[src/rtl/capture_pkg.sv]
// Shared types and default sizing for the signal capture monitor.
// CAPTURE_TIMESTAMP_EN adds a timestamp field to each log entry.
package capture_pkg;

    localparam int CAP_WIDTH = 3;
    localparam int CAP_DEPTH = 8;
    localparam int CAP_TS_W  = 16;

    typedef enum logic [1:0] {
        IDLE    = 2'd0,
        BASE    = 2'd1,
        CAPTURE = 2'd2
    } cap_state_t;

    // Entry layout at the default sizing; the top rebuilds it from its own parameters.
    typedef struct packed {
`ifdef CAPTURE_TIMESTAMP_EN
        logic [CAP_TS_W-1:0]  ts;
`endif
        logic [CAP_WIDTH-1:0] value;
    } cap_entry_t;

endpackage

[src/rtl/sync_fifo.sv]
// Generic single-clock FIFO holding entries of type T, DEPTH a power of two.
// Latency: a push at edge N is visible at the head after edge N; head is combinational.
// Backpressure: a push while full is dropped unless a pop happens in the same cycle.
module sync_fifo #(
    parameter type T     = logic,
    parameter int  DEPTH = 8
) (
    input  logic                   clk,
    input  logic                   rst_n,
    input  logic                   clear,
    input  logic                   push,
    input  logic                   pop,
    input  T                       wr_dat,
    output T                       rd_dat,
    output logic                   rd_vld,
    output logic [$clog2(DEPTH):0] count,
    output logic                   full
);

    localparam int AW = $clog2(DEPTH);
    localparam int CW = AW + 1;

    T               mem [DEPTH];
    logic [AW-1:0]  wr_ptr;
    logic [AW-1:0]  rd_ptr;
    logic           do_push;
    logic           do_pop;

    assign rd_vld  = (count != '0);
    assign full    = (count == CW'(DEPTH));
    assign do_pop  = pop && rd_vld;
    assign do_push = push && (!full || do_pop);

    // Pointers wrap naturally because DEPTH is a power of two.
    always_ff @(posedge clk or negedge rst_n) begin
        if (!rst_n) begin
            wr_ptr <= '0;
            rd_ptr <= '0;
            count  <= '0;
        end else if (clear) begin
            wr_ptr <= '0;
            rd_ptr <= '0;
            count  <= '0;
        end else begin
            if (do_push) wr_ptr <= wr_ptr + 1'b1;
            if (do_pop)  rd_ptr <= rd_ptr + 1'b1;
            count <= count + CW'(do_push) - CW'(do_pop);
        end
    end

    always_ff @(posedge clk) begin
        if (do_push && !clear) mem[wr_ptr] <= wr_dat;
    end

    // Storage is not reset, so the head is masked while empty.
    assign rd_dat = rd_vld ? mem[rd_ptr] : T'('0);

endmodule

[src/rtl/signal_capture_monitor.sv]
// Logs every value change of in_sig into a FIFO and keeps a sticky map of patterns seen.
// Latency: a change sampled at edge N is at the read port after edge N (macro CAPTURE_TIMESTAMP_EN adds rd_ts).
// Backpressure: changes arriving while the FIFO is full are dropped and flag overflow.
module signal_capture_monitor
    import capture_pkg::*;
#(
    parameter int WIDTH = CAP_WIDTH,
    parameter int DEPTH = CAP_DEPTH,
    parameter int TS_W  = CAP_TS_W
) (
    input  logic                   clk,
    input  logic                   rst_n,
    input  logic                   arm,
    input  logic                   clear,
    input  logic [WIDTH-1:0]       in_sig,
    input  logic                   rd_en,
    output logic                   rd_valid,
    output logic [WIDTH-1:0]       rd_data,
`ifdef CAPTURE_TIMESTAMP_EN
    output logic [TS_W-1:0]        rd_ts,
`endif
    output logic [$clog2(DEPTH):0] count,
    output logic                   full,
    output logic                   overflow,
    output logic [2**WIDTH-1:0]    seen_mask,
    output logic                   all_seen
);

    typedef struct packed {
`ifdef CAPTURE_TIMESTAMP_EN
        logic [TS_W-1:0]  ts;
`endif
        logic [WIDTH-1:0] value;
    } entry_t;

    cap_state_t       state_q;
    cap_state_t       state_d;
    logic [WIDTH-1:0] prev_q;
    logic             sampling;
    logic             push_req;
    logic             pop_req;
    entry_t           wr_entry;
    entry_t           head;

    always_ff @(posedge clk or negedge rst_n) begin
        if (!rst_n) state_q <= IDLE;
        else        state_q <= state_d;
    end

    always_comb begin
        state_d = state_q;
        if (!arm) begin
            state_d = IDLE;
        end else if (clear) begin
            state_d = BASE;
        end else begin
            case (state_q)
                IDLE:    state_d = BASE;
                BASE:    state_d = CAPTURE;
                default: state_d = CAPTURE;
            endcase
        end
    end

    // clear wins over sampling, so the cycle it is pulsed neither logs nor marks.
    assign sampling = arm && !clear && (state_q != IDLE);
    assign push_req = sampling && ((state_q == BASE) || (in_sig != prev_q));
    assign pop_req  = rd_en && rd_valid;

    always_ff @(posedge clk or negedge rst_n) begin
        if (!rst_n) begin
            prev_q    <= '0;
            overflow  <= 1'b0;
            seen_mask <= '0;
        end else if (clear) begin
            overflow  <= 1'b0;
            seen_mask <= '0;
        end else begin
            if (sampling) begin
                prev_q            <= in_sig;
                seen_mask[in_sig] <= 1'b1;
            end
            if (push_req && full && !pop_req) overflow <= 1'b1;
        end
    end

    assign all_seen       = &seen_mask;
    assign wr_entry.value = in_sig;

`ifdef CAPTURE_TIMESTAMP_EN
    logic [TS_W-1:0] ts_q;

    // Restarting on every entry into BASE gives the baseline entry ts = 0.
    always_ff @(posedge clk or negedge rst_n) begin
        if (!rst_n)                     ts_q <= '0;
        else if (state_d == BASE)       ts_q <= '0;
        else if (arm && (ts_q != '1))   ts_q <= ts_q + 1'b1;
    end

    assign wr_entry.ts = ts_q;
    assign rd_ts       = head.ts;
`endif

    sync_fifo #(
        .T     (entry_t),
        .DEPTH (DEPTH)
    ) u_fifo (
        .clk    (clk),
        .rst_n  (rst_n),
        .clear  (clear),
        .push   (push_req),
        .pop    (pop_req),
        .wr_dat (wr_entry),
        .rd_dat (head),
        .rd_vld (rd_valid),
        .count  (count),
        .full   (full)
    );

    assign rd_data = head.value;

endmodule

[config.mk]
export PLATFORM = sky130hd
export DESIGN_NAME = signal_capture_monitor
export DESIGN_NICKNAME = d
export VERILOG_FILES = /design/src/rtl/capture_pkg.sv /design/src/rtl/sync_fifo.sv /design/src/rtl/signal_capture_monitor.sv
export SDC_FILE = /design/constraint.sdc
export NUM_CORES = 1
export LEC_CHECK = 0
export CORE_AREA = 2 2 83 85
export CTS_CLUSTER_DIAMETER = 30
export DETAILED_ROUTE_END_ITERATION = 7
export DIE_AREA = 0 0 85 87
export PLACE_DENSITY = 0.62
export SLEW_MARGIN = 20
export SYNTH_ARGS = -nofsm -noshare
export SYNTH_HDL_FRONTEND = slang
export SYNTH_SLANG_ARGS = --single-unit
export TNS_END_PERCENT = 5
[constraint.sdc]
create_clock -name clk -period 2.26 [get_ports clk]
set_input_delay 0.452 -clock clk [delete_from_list [all_inputs] [get_ports clk]]
set_output_delay 0.452 -clock clk [all_outputs]
set_load 0.01 [all_outputs]
Word-level counts from Yosys, hierarchy flattened
Memories as Yosys holds them, arrays and structs flattened.
Cells that the tools add are included.
{"block": "word_totals", "ramBits": 24, "elab_cells": 60, "out_inout_bits": 19, "n_memories": 1, "input_bits": 8, "regBits": 24}
{"memory": "u_fifo.mem", "words": 8, "word_bits": 3, "rd": 1, "rd_ports_with_merged_regs": 0, "write_ports": 1, "line_no": "sync_fifo.sv:23", "text": "T mem [DEPTH];"}
{"block": "classes", "n_reduce_logical": 24, "n_eq_ne": 3, "mux": 17, "add_sub_neg": 4, "n_lt_le_gt_ge": 2, "bitwise_logic": 2}
{"cell": "8-bit 2-to-1 mux", "n": 2}
{"cell": "3-bit 2-to-1 mux", "n": 5}
{"cell": "1-bit logical AND", "n": 10}
{"cell": "2-bit nonzero test", "n": 5}
{"cell": "8-bit OR", "n": 1}
{"cell": "8-bit AND reduction", "n": 1}
{"cell": "3-bit by 1-bit adder with 3-bit output (second input constant)", "n": 2}
{"cell": "2-bit 2-to-1 mux", "n": 3}
{"cell": "1-bit 2-to-1 mux", "n": 5}
{"cell": "4-bit by 1-bit adder with 4-bit output", "n": 1}
{"cell": "4-bit equality test (second input constant)", "n": 1}
{"cell": "3-bit by 4-bit less-than comparator with 1-bit output (second input constant)", "n": 1}
{"cell": "4-bit 2-to-1 mux", "n": 1}
{"cell": "4-bit nonzero test", "n": 1}
{"cell": "4-bit by 1-bit subtractor with 4-bit output", "n": 1}
{"cell": "1-bit demux with 3-bit select", "n": 1}
{"cell": "3-bit by 1-bit greater-or-equal comparator with 1-bit output (second input constant)", "n": 1}
{"cell": "1-bit logical NOT", "n": 3}
{"cell": "3-bit inequality test", "n": 1}
{"cell": "2-bit by 1-bit equality test with 1-bit output (second input constant)", "n": 1}
{"cell": "2-bit logical NOT", "n": 1}
{"cell": "1-bit logical OR", "n": 2}
{"cell": "2-bit AND reduction", "n": 1}
{"cell": "1-bit NOT", "n": 1}

Longest topological paths before layout
Gate-level depths: netlist of run 1.
{"block": "logic_depth", "ltp_word": 8, "mapped_depth": 13, "mapped_depth_nobuf": 13}

By module
Synthesis of run 1 repeated with hierarchy kept, for this count alone.
{"block": "unflattened", "hier_cells": 177, "hier_area_um2": 2319.7}
{"mod": "sync_fifo", "seq_area_each_um2": 970.9, "cells_per_inst": 117, "n_inst": 1, "area_each_um2": 1627.8}
{"mod": "signal_capture_monitor", "seq_area_each_um2": 350.3, "cells_per_inst": 60, "n_inst": 1, "area_each_um2": 691.9}

Worst setup path after synthesis of run 1
No wires, ideal clock.
{"block": "synth_path", "path_kind": "flip-flop to flip-flop", "from": "register u_fifo.count[2]", "to": "register u_fifo.count[2]", "setup_time_ns": 0.132, "path_stages_with_launch": 11, "path_buffers": 1, "arrival_ns": 2.193, "t_required_ns": 2.128, "path_slack_ns": -0.065, "period_less_slack_ns": 2.325, "path_cell_list": "dfrtp_1 > inv_1 > ha_1 > or3b_2 > nor2_1 > nor3_2 > buf_6 > ha_1 > fa_1 > xnor2_1 > nor2_1"}
{"block": "synth_via", "elab_chain_len": 8, "elab_cells_between_ends": 10, "classes_between": "add/sub (2); eq/ne (1); mux (1); reduce/logical (6)"}
{"element": "start: declaration", "line_no": "sync_fifo.sv:16", "text": "output logic [$clog2(DEPTH):0] count,"}
{"element": "start signal: assignment", "line_no": "sync_fifo.sv:47", "text": "count <= count + CW'(do_push) - CW'(do_pop);"}
{"element": "4-bit nonzero test", "line_no": "sync_fifo.sv:29", "text": "assign rd_vld = (count != '0);"}
{"element": "1-bit logical AND", "line_no": "signal_capture_monitor.sv:68", "text": "assign pop_req = rd_en && rd_valid;"}
{"element": "1-bit logical AND", "line_no": "sync_fifo.sv:31", "text": "assign do_pop = pop && rd_vld;"}
{"element": "1-bit logical OR", "line_no": "sync_fifo.sv:32", "text": "assign do_push = push && (!full || do_pop);"}
{"element": "1-bit logical AND", "line_no": "sync_fifo.sv:32"}
{"element": "4-bit by 1-bit adder with 4-bit output", "line_no": "sync_fifo.sv:47"}
{"element": "4-bit by 1-bit subtractor with 4-bit output *", "line_no": "sync_fifo.sv:47"}
{"element": "4-bit 2-to-1 mux *", "line_no": "sync_fifo.sv:40", "text": "end else if (clear) begin"}
Every way passes the cells marked *; elsewhere a longest branch is shown, timed or not.
A chain may end at the register's enable or synchronous reset.

Final worst setup path of run 1
{"block": "layout_path", "from": "input in_sig[2]", "to": "register u_fifo.count[1]"}
{"block": "layout_via", "elab_chain_len": 7}
{"element": "start: declaration", "line_no": "signal_capture_monitor.sv:15", "text": "input logic [WIDTH-1:0] in_sig,"}
{"element": "3-bit inequality test", "line_no": "signal_capture_monitor.sv:67", "text": "assign push_req = sampling && ((state_q == BASE) || (in_sig != prev_q));"}
{"element": "1-bit logical OR", "line_no": "signal_capture_monitor.sv:67"}
{"element": "1-bit logical AND", "line_no": "signal_capture_monitor.sv:67"}
{"element": "1-bit logical AND", "line_no": "sync_fifo.sv:32"}
{"element": "4-bit by 1-bit adder with 4-bit output", "line_no": "sync_fifo.sv:47"}
{"element": "4-bit by 1-bit subtractor with 4-bit output", "line_no": "sync_fifo.sv:47"}
{"element": "4-bit 2-to-1 mux", "line_no": "sync_fifo.sv:40"}
No other way between the ends.

==> tab_implementation.tex, run 1 <==
\begin{tabular}{lr}
\hline
Metric & Value \\
\hline
\multicolumn{2}{l}{\textbf{Finish}} \\
\quad Fraction of layout instances using a drive strength above 1 & 22.5\% \\
\quad Highest-count cells in the layout ignoring fill and taps & sky130\_fd\_sc\_hd\_\_dfrtp\_1, sky130\_fd\_sc\_hd\_\_edfxtp\_1, sky130\_fd\_sc\_hd\_\_clkdlybuf4s50\_1 \\
\quad Post-synthesis to final-layout area growth & 28.3\% \\
\quad Final Instance Count excl. Fillers & 293 \\
\quad Post-Route Utilization & 43.1\% \\
\quad Final layout net count & 229 \\
\quad Antenna Cells & 0 \\
\multicolumn{2}{l}{\textbf{Global routing}} \\
\quad Via count of the first global-routing pass & 1482 \\
\quad Global-route usage over all layers & 12.8\% \\
\quad Sum of overflow across all layers after global routing & 0 \\
\quad Initial antenna violation count & 0 \\
\quad Largest net degree at the start of global routing & 25 \\
\quad Global-route wire length before repair & 7.38 mm \\
\multicolumn{2}{l}{\textbf{CTS}} \\
\quad Number of buffers on the longest clock path & 2 \\
\quad Clk Tree Root Cell & sky130\_fd\_sc\_hd\_\_clkbuf\_8 \\
\quad CTS tree & done \\
\quad Clock transition at path regs & 80 ps \\
\quad CTS H-tree lvls & 2 \\
\quad Number of buffers created by CTS & 5 \\
\quad Clock sink count & 48 \\
\quad Cts hold-fix bufs & 0 \\
\quad Worst skew pair latency & 290 ps \\
\multicolumn{2}{l}{\textbf{Critical path}} \\
\quad Capturing element type of the critical path & flip-flop \\
\quad Flop-to-flop setup slack & 110 ps \\
\quad Required time of the critical path & 2490 ps \\
\quad Kind of critical path & in2reg \\
\quad Data arrival time at the worst-slack endpoint & 2410 ps \\
\quad Kind of start point of the critical path & input pin \\
\quad Largest fanout on the critical path & 2 \\
\multicolumn{2}{l}{\textbf{Yosys}} \\
\quad Gate Count Post-Synth & 166 \\
\quad Number of warnings reported in the yosys synthesis log & 0 \\
\quad Synth Register Bits & 48 \\
\quad Most frequently used flop master after synthesis & sky130\_fd\_sc\_hd\_\_edfxtp\_1 \\
\quad Share of synthesized registers carrying an async set or reset & 50.0\% \\
\quad Area of the mapped netlist & 2210 sq um \\
\quad Synth area leader & sky130\_fd\_sc\_hd\_\_edfxtp\_1 \\
\quad Post-synthesis cell type count & 39 \\
\quad Register area share after synthesis & 59.9\% \\
\quad Syn Nets & 183 \\
\quad Syn avg cell area & 13.3 sq um \\
\quad Number of enable-type register cells in the synthesized netlist & 24 \\
\quad Synth top area share & 32.7\% \\
\quad Largest cells by area after synthesis & sky130\_fd\_sc\_hd\_\_edfxtp\_1, sky130\_fd\_sc\_hd\_\_dfrtp\_1, sky130\_fd\_sc\_hd\_\_mux4\_2 \\
\multicolumn{2}{l}{\textbf{Floorplan}} \\
\quad Number of placed I/O pins & 27 \\
\quad Row count & 30 \\
\quad Total Die Area & 7400 sq um \\
\quad Die X-Extent & 85 um \\
\quad Core ar. & 6570 sq um \\
\quad Initial core utilization & 33.6\% \\
\quad Chip height & 87 um \\
\multicolumn{2}{l}{\textbf{Power and ir drop}} \\
\quad Power density cells & 986 nW/um\^{}2 \\
\quad Peak supply drop & 0.681 mV \\
\quad Switching share of power & 28.7\% \\
\quad Internal power & 1990 uW \\
\quad Lkg Pwr & 0.00118 uW \\
\quad Net Sw Power & 800 uW \\
\quad Clock power frac & 25.8\% \\
\quad Part of the total power dissipated in combinational logic & 36.3\% \\
\quad Share of power burned in registers & 37.9\% \\
\multicolumn{2}{l}{\textbf{STA}} \\
\quad RSZ-0062 raised after global routing & yes \\
\quad Clock Skew & 4.83 ps \\
\quad Final Hold Vio Count & 0 \\
\quad Min Hold Slack & 506 ps \\
\quad Final number of max-transition violations & 0 \\
\quad Achievable clock frequency & 457 MHz \\
\quad Setup TNS Final & 0 ps \\
\quad Final number of setup-violating endpoints & 0 \\
\quad Min setup slack post-route & 71.6 ps \\
\quad Fin crit period & 2190 ps \\
\quad Worst-margin pin slew & 332 ps \\
\quad Slew headroom & 77.6\% \\
\quad Share of the cycle needed by the critical path after routing & 96.8\% \\
\multicolumn{2}{l}{\textbf{Routing}} \\
\quad Number of DRC violations after detailed-routing iteration 0 & 116 \\
\quad Total number of vias & 1395 \\
\quad WL per Instance & 14.5 um \\
\quad Number of vias per cell after detailed routing & 4.76 \\
\quad Number of remaining DRC errors & 0 \\
\quad Number of nets with antenna violations after detailed routing & 0 \\
\quad Number of iterations in the first detailed-routing pass & 4 \\
\quad Routed WL & 4.24 mm \\
\multicolumn{2}{l}{\textbf{Place}} \\
\quad Post-Place Cells & 284 \\
\quad Estimated wirelength of the detail-placed design & 2.98 mm \\
\quad RePlAce Congestion & 0.753 \\
\quad Worst slack at placement & -284 ps \\
\quad Port Buffer Count & 26 \\
\multicolumn{2}{l}{\textbf{Status}} \\
\quad Outcome & finished, final reports clean \\
\multicolumn{2}{l}{\textbf{Job}} \\
\quad Max-capacitance violation count & 0 \\
\multicolumn{2}{l}{\textbf{Min path}} \\
\quad Hold Crit Class & in2async \\
\hline
\end{tabular}
-- critical path, cell delays in order --
cell                              delay [ps]
sky130_fd_sc_hd__clkdlybuf4s50_1         430
sky130_fd_sc_hd__xor2_1                  200
sky130_fd_sc_hd__a2111oi_4               390
sky130_fd_sc_hd__nor3_2                  100
sky130_fd_sc_hd__ha_2                    200
sky130_fd_sc_hd__fa_2                    510
sky130_fd_sc_hd__nor2b_1                 120
-- path summary, 6_finish.rpt --
check                                     startpoint                        end  cells after the start
max                                        in_sig[2]  u_fifo.count[1]$_DFF_PN0_                      7
min                                            rst_n      prev_q[1]$_DFFE_PN0P_                      2
max reg2reg                u_fifo.count[2]$_DFF_PN0_  u_fifo.count[1]$_DFF_PN0_                     11
min reg2reg                    prev_q[1]$_DFFE_PN0P_      prev_q[1]$_DFFE_PN0P_                      2
max in group asynchronous                      rst_n   seen_mask[0]$_DFFE_PN0P_                      2
min in group clk               prev_q[1]$_DFFE_PN0P_      prev_q[1]$_DFFE_PN0P_                      2
-- kinds of logic after synthesis --
family / synth area share [%]
AOI/OAI and AO/OA: 5.95
xor gates and xnor gates: 2.78
adders and majority gates: 5.44
buffers and inverters: 3.46
DFF: 59.9
muxes: 8.45
and+or+nand+nor: 14.1
-- power groups by stage --
stage | combinational, uW | clock (uW) | sequential [uW]
3_3_place_gp | 1010 | 0 | 1080
2_1_floorplan | 567 | 0 | 1070
6_report | 1010 | 720 | 1060
3_5_place_dp | 1030 | 0 | 1080
5_1_grt | 1130 | 778 | 1070
4_1_cts | 1010 | 734 | 1060
-- registers in the layout (all words and copies together) (netlist names) --
| signal | count |
|---|---|
| overflow | 1 |
| prev_q | 3 |
| seen_mask | 8 |
| state_q | 2 |
| u_fifo.count | 4 |
| u_fifo.mem | 24 |
| u_fifo.rd_ptr | 3 |
| u_fifo.wr_ptr | 3 |
-- per-stage QoR --
stage / instance area (sq um) / power (uW)
2_1_floorplan: 2210 / 1640
3_3_place_gp: 2680 / 2090
3_5_place_dp: 2680 / 2100
4_1_cts: 2820 / 2800
5_1_grt: 2830 / 2980
6_report: 2830 / 2790
-- synth_stat cells, drive strengths merged (2+ instances only) --
master	number
nand4	2
nor2	17
a31oi	3
xor2	5
nand2	15
and3b	2
mux4	6
buf	2
o2bb2ai	2
xnor2	2
edfxtp	24
clkbuf	3
nand3	2
a21oi	4
dfrtp	24
and3	3
nor2b	5
mux2i	4
ha	8
and4b	3
inv	13
-- area by class of cell --
class,count,area (sq um)
Sequential cell,48,1320
Multi-Input combinational cell,100,840
Fill cell,586,3740
Inverter,13,48.8
Clock buffer,6,72.6
Tap cell,80,100
Clock inverter,2,60.1
Timing Repair Buffer,44,390
-- per-layer routing --
layer / vias to the layer above / share of wire (%) / wire (um) / global-route usage [%]
met4: 0 / 0.35 / 15 / 3.75
met3: 2 / 3.6 / 153 / 3.13
met2: 29 / 48 / 2030 / 20.7
met1: 677 / 48 / 2040 / 17.1
li1: 687 / - / - / -
met5: - / 0 / 0 / 0
-- timing repair --
action | in CTS | in global routing
setup buffers | 0 | 1
cloned | 0 | 0
resized for setup | 8 | 10
endpoints found under the setup margin | 6 | 6
Note: power is estimated with default switching activity, not from simulation.
==> run 2, diff against run 1 <==
--- a/config.mk
+++ b/config.mk
@@ -5,6 +5,7 @@
 export SDC_FILE = /design/constraint.sdc
 export NUM_CORES = 1
 export LEC_CHECK = 0
+export CAP_MARGIN = 20
 export CORE_AREA = 2 2 83 85
 export CTS_CLUSTER_DIAMETER = 30
 export DETAILED_ROUTE_END_ITERATION = 7
@@ -14,4 +15,3 @@
 export SYNTH_ARGS = -nofsm -noshare
 export SYNTH_HDL_FRONTEND = slang
 export SYNTH_SLANG_ARGS = --single-unit
-export TNS_END_PERCENT = 5
==> tab_implementation.tex, run 2 (synthesized netlist as in run 1, its figures left out) <==
\begin{tabular}{lr}
\hline
Metric & Value \\
\hline
\multicolumn{2}{l}{\textbf{Status}} \\
\quad Outcome & finished, final reports clean \\
\multicolumn{2}{l}{\textbf{STA}} \\
\quad Clock Skew & 4.98 ps (+0.150 ps) \\
\quad Achievable clock frequency & 458 MHz (+0.22\%) \\
\quad Final number of max-transition violations & 0 (unchanged) \\
\quad Final Hold Vio Count & 0 (unchanged) \\
\quad Fin crit period & 2180 ps (-4.86 ps) \\
\quad Final number of setup-violating endpoints & 0 (unchanged) \\
\quad Min setup slack post-route & 76.5 ps (+4.86 ps) \\
\quad Worst-margin pin slew & 329 ps (-2.63 ps) \\
\quad Setup TNS Final & 0 ps (unchanged) \\
\quad Share of the cycle needed by the critical path after routing & 96.6\% (-0.21 points) \\
\quad Slew headroom & 77.8\% (+0.18 points) \\
\multicolumn{2}{l}{\textbf{Power and ir drop}} \\
\quad Net Sw Power & 799 uW (-0.14\%) \\
\quad Peak supply drop & 0.692 mV (+1.7\%) \\
\quad Lkg Pwr & 0.00118 uW (about the same) \\
\quad Part of the total power dissipated in combinational logic & 36.8\% (+0.5 points) \\
\quad Post-route total power & 2810 uW (+0.59\%) \\
\quad Clock power frac & 25.5\% (-0.3 points) \\
\quad Power density cells & 989 nW/um\^{}2 (+0.32\%) \\
\quad Share of power burned in registers & 37.7\% (-0.2 points) \\
\quad Internal power & 2010 uW (+0.88\%) \\
\quad Switching share of power & 28.5\% (-0.21 points) \\
\multicolumn{2}{l}{\textbf{Finish}} \\
\quad Biggest regs & u\_fifo.mem (24), seen\_mask (8), u\_fifo.count (4) \\
\quad Post-synthesis to final-layout area growth & 28.7\% \\
\quad Area taken by multi-input logic gates & 840 sq um (unchanged) \\
\quad Post-Route Utilization & 43.2\% (+0.11 points) \\
\quad Final Instance Count excl. Fillers & 294 (+0.34\%) \\
\quad Fraction of layout instances using a drive strength above 1 & 23.4\% (+0.83 points) \\
\quad Highest-count cells in the layout ignoring fill and taps & sky130\_fd\_sc\_hd\_\_dfrtp\_1, sky130\_fd\_sc\_hd\_\_edfxtp\_1, sky130\_fd\_sc\_hd\_\_clkdlybuf4s50\_1 \\
\quad Layout filler cell count & 586 (unchanged) \\
\quad Sequential cell area in the final layout & 1320 sq um (unchanged) \\
\quad Antenna Cells & 0 (unchanged) \\
\quad Top reg by flops & u\_fifo.mem \\
\quad Final layout net count & 230 (+0.44\%) \\
\quad Flip-flop count of the largest register, all copies and words added & 24 (unchanged) \\
\multicolumn{2}{l}{\textbf{Critical path}} \\
\quad Required time of the critical path & 2480 ps (about the same) \\
\quad Kind of critical path & in2reg \\
\quad Capturing element type of the critical path & flip-flop \\
\quad CP bufs+invs & 1 (unchanged) \\
\quad Cell with the largest stage delay on the worst path & sky130\_fd\_sc\_hd\_\_fa\_2 \\
\quad Data arrival time at the worst-slack endpoint & 2410 ps (about the same) \\
\quad Slowest Stage Delay on Critical Path & 510 ps (about the same) \\
\quad Cells along the critical path & clkdlybuf4s50\_1 > xor2\_1 > a2111oi\_4 > nor3\_2 > ha\_2 > fa\_2 > nor2b\_1 \\
\quad Origin of the worst setup path & in\_sig[2] \\
\quad RR Startpoint & u\_fifo.count[2]\$\_DFF\_PN0\_ \\
\quad Largest delay share family, worst path & adder cells \\
\quad Largest fanout on the critical path & 2 (unchanged) \\
\quad Kind of start point of the critical path & input pin \\
\multicolumn{2}{l}{\textbf{Routing}} \\
\quad Number of DRC violations after detailed-routing iteration 0 & 115 (-0.86\%) \\
\quad Number of vias per cell after detailed routing & 4.74 (-0.34\%) \\
\quad Total number of vias & 1395 (unchanged) \\
\quad Number of nets with antenna violations after detailed routing & 0 (unchanged) \\
\quad Number of iterations in the first detailed-routing pass & 4 (unchanged) \\
\quad Number of remaining DRC errors & 0 (unchanged) \\
\quad Routed WL & 4.25 mm (+0.43\%) \\
\quad WL per Instance & 14.5 um (about the same) \\
\multicolumn{2}{l}{\textbf{Global routing}} \\
\quad Global-route wire length before repair & 7.37 mm (-0.19\%) \\
\quad Global-route usage over all layers & 12.8\% (-0.020 points) \\
\quad Largest net degree at the start of global routing & 25 (unchanged) \\
\quad Via count of the first global-routing pass & 1490 (+0.54\%) \\
\quad Sum of overflow across all layers after global routing & 0 (unchanged) \\
\quad Initial antenna violation count & 0 (unchanged) \\
\multicolumn{2}{l}{\textbf{Floorplan}} \\
\quad Row count & 30 (unchanged) \\
\quad Number of placed I/O pins & 27 (unchanged) \\
\quad Total Die Area & 7400 sq um (unchanged) \\
\quad Die X-Extent & 85 um (unchanged) \\
\quad Core ar. & 6570 sq um (unchanged) \\
\quad Initial core utilization & 33.6\% (unchanged) \\
\quad Chip height & 87 um (unchanged) \\
\multicolumn{2}{l}{\textbf{Job}} \\
\quad Max-capacitance violation count & 0 (unchanged) \\
\multicolumn{2}{l}{\textbf{Place}} \\
\quad Port Buffer Count & 26 (unchanged) \\
\quad Estimated wirelength of the detail-placed design & 2.98 mm (unchanged) \\
\quad RePlAce Congestion & 0.753 (unchanged) \\
\quad Post-Place Cells & 284 (unchanged) \\
\quad Worst slack at placement & -284 ps (unchanged) \\
\multicolumn{2}{l}{\textbf{CTS}} \\
\quad Number of buffers on the longest clock path & 2 (unchanged) \\
\quad CTS tree & done \\
\quad CTS H-tree lvls & 2 (unchanged) \\
\quad Clk Tree Root Cell & sky130\_fd\_sc\_hd\_\_clkbuf\_8 \\
\quad Clock sink count & 48 (unchanged) \\
\quad Worst skew pair latency & 290 ps (about the same) \\
\quad Number of buffers created by CTS & 5 (unchanged) \\
\quad Clock transition at path regs & 80 ps (about the same) \\
\multicolumn{2}{l}{\textbf{Min path}} \\
\quad Hold Crit Class & in2async \\
\hline
\end{tabular}
run 2: metal layers:
metal	track usage [%]	vias to the layer above	wire, um
met1	17.0	669	2030
met4	3.75	0	15
met3	3.13	2	190
met2	20.8	33	2020
li1	-	691	-
met5	0	-	0
run 2: cell type report:
cell class                      instances  area share [%]
Inverter                               13            1.72
Sequential cell                        48            46.5
Clock inverter                          2            2.11
Multi-Input combinational cell        100            29.6
Clock buffer                            6            2.56
Timing Repair Buffer                   45            14.0
Tap cell                               80            3.52
run 2: stage by stage:
stage                     hold WS [ps]  cell area [sq um]
after floorplan                    156               2210
after global placement             485               2680
after detailed placement           493               2680
after CTS                          513               2820
after global routing               529               2840
final                              506               2840
run 2: power by group through the flow:
stage	Combinational, uW	Clock (uW)	Sequential [uW]
global placement	1010	0	1080
CTS	1010	734	1060
floorplan	567	0	1070
detailed placement	1030	0	1080
finish	1030	716	1060
global route	1150	778	1070
run 2: final timing paths:
check	endpoint	slack [ps]	cells past startpoint
worst min-delay path	prev_q[1]$_DFFE_PN0P_	510	2
worst max-delay path	u_fifo.count[1]$_DFF_PN0_	80	7
worst min register to register	prev_q[1]$_DFFE_PN0P_	510	2
min in group clk	prev_q[1]$_DFFE_PN0P_	510	2
worst max register to register	u_fifo.count[1]$_DFF_PN0_	120	11
max in group asynchronous	seen_mask[0]$_DFFE_PN0P_	1510	2
run 2: repair_timing:
item / CTS / global route
hold buffers: 0 / 0
pin swaps: 0 / 2
endpoints found under the hold margin: 0 / 0
gates resized for setup: 7 / 12
setup endpoints to repair: 6 / 6
setup buffers: 1 / 1
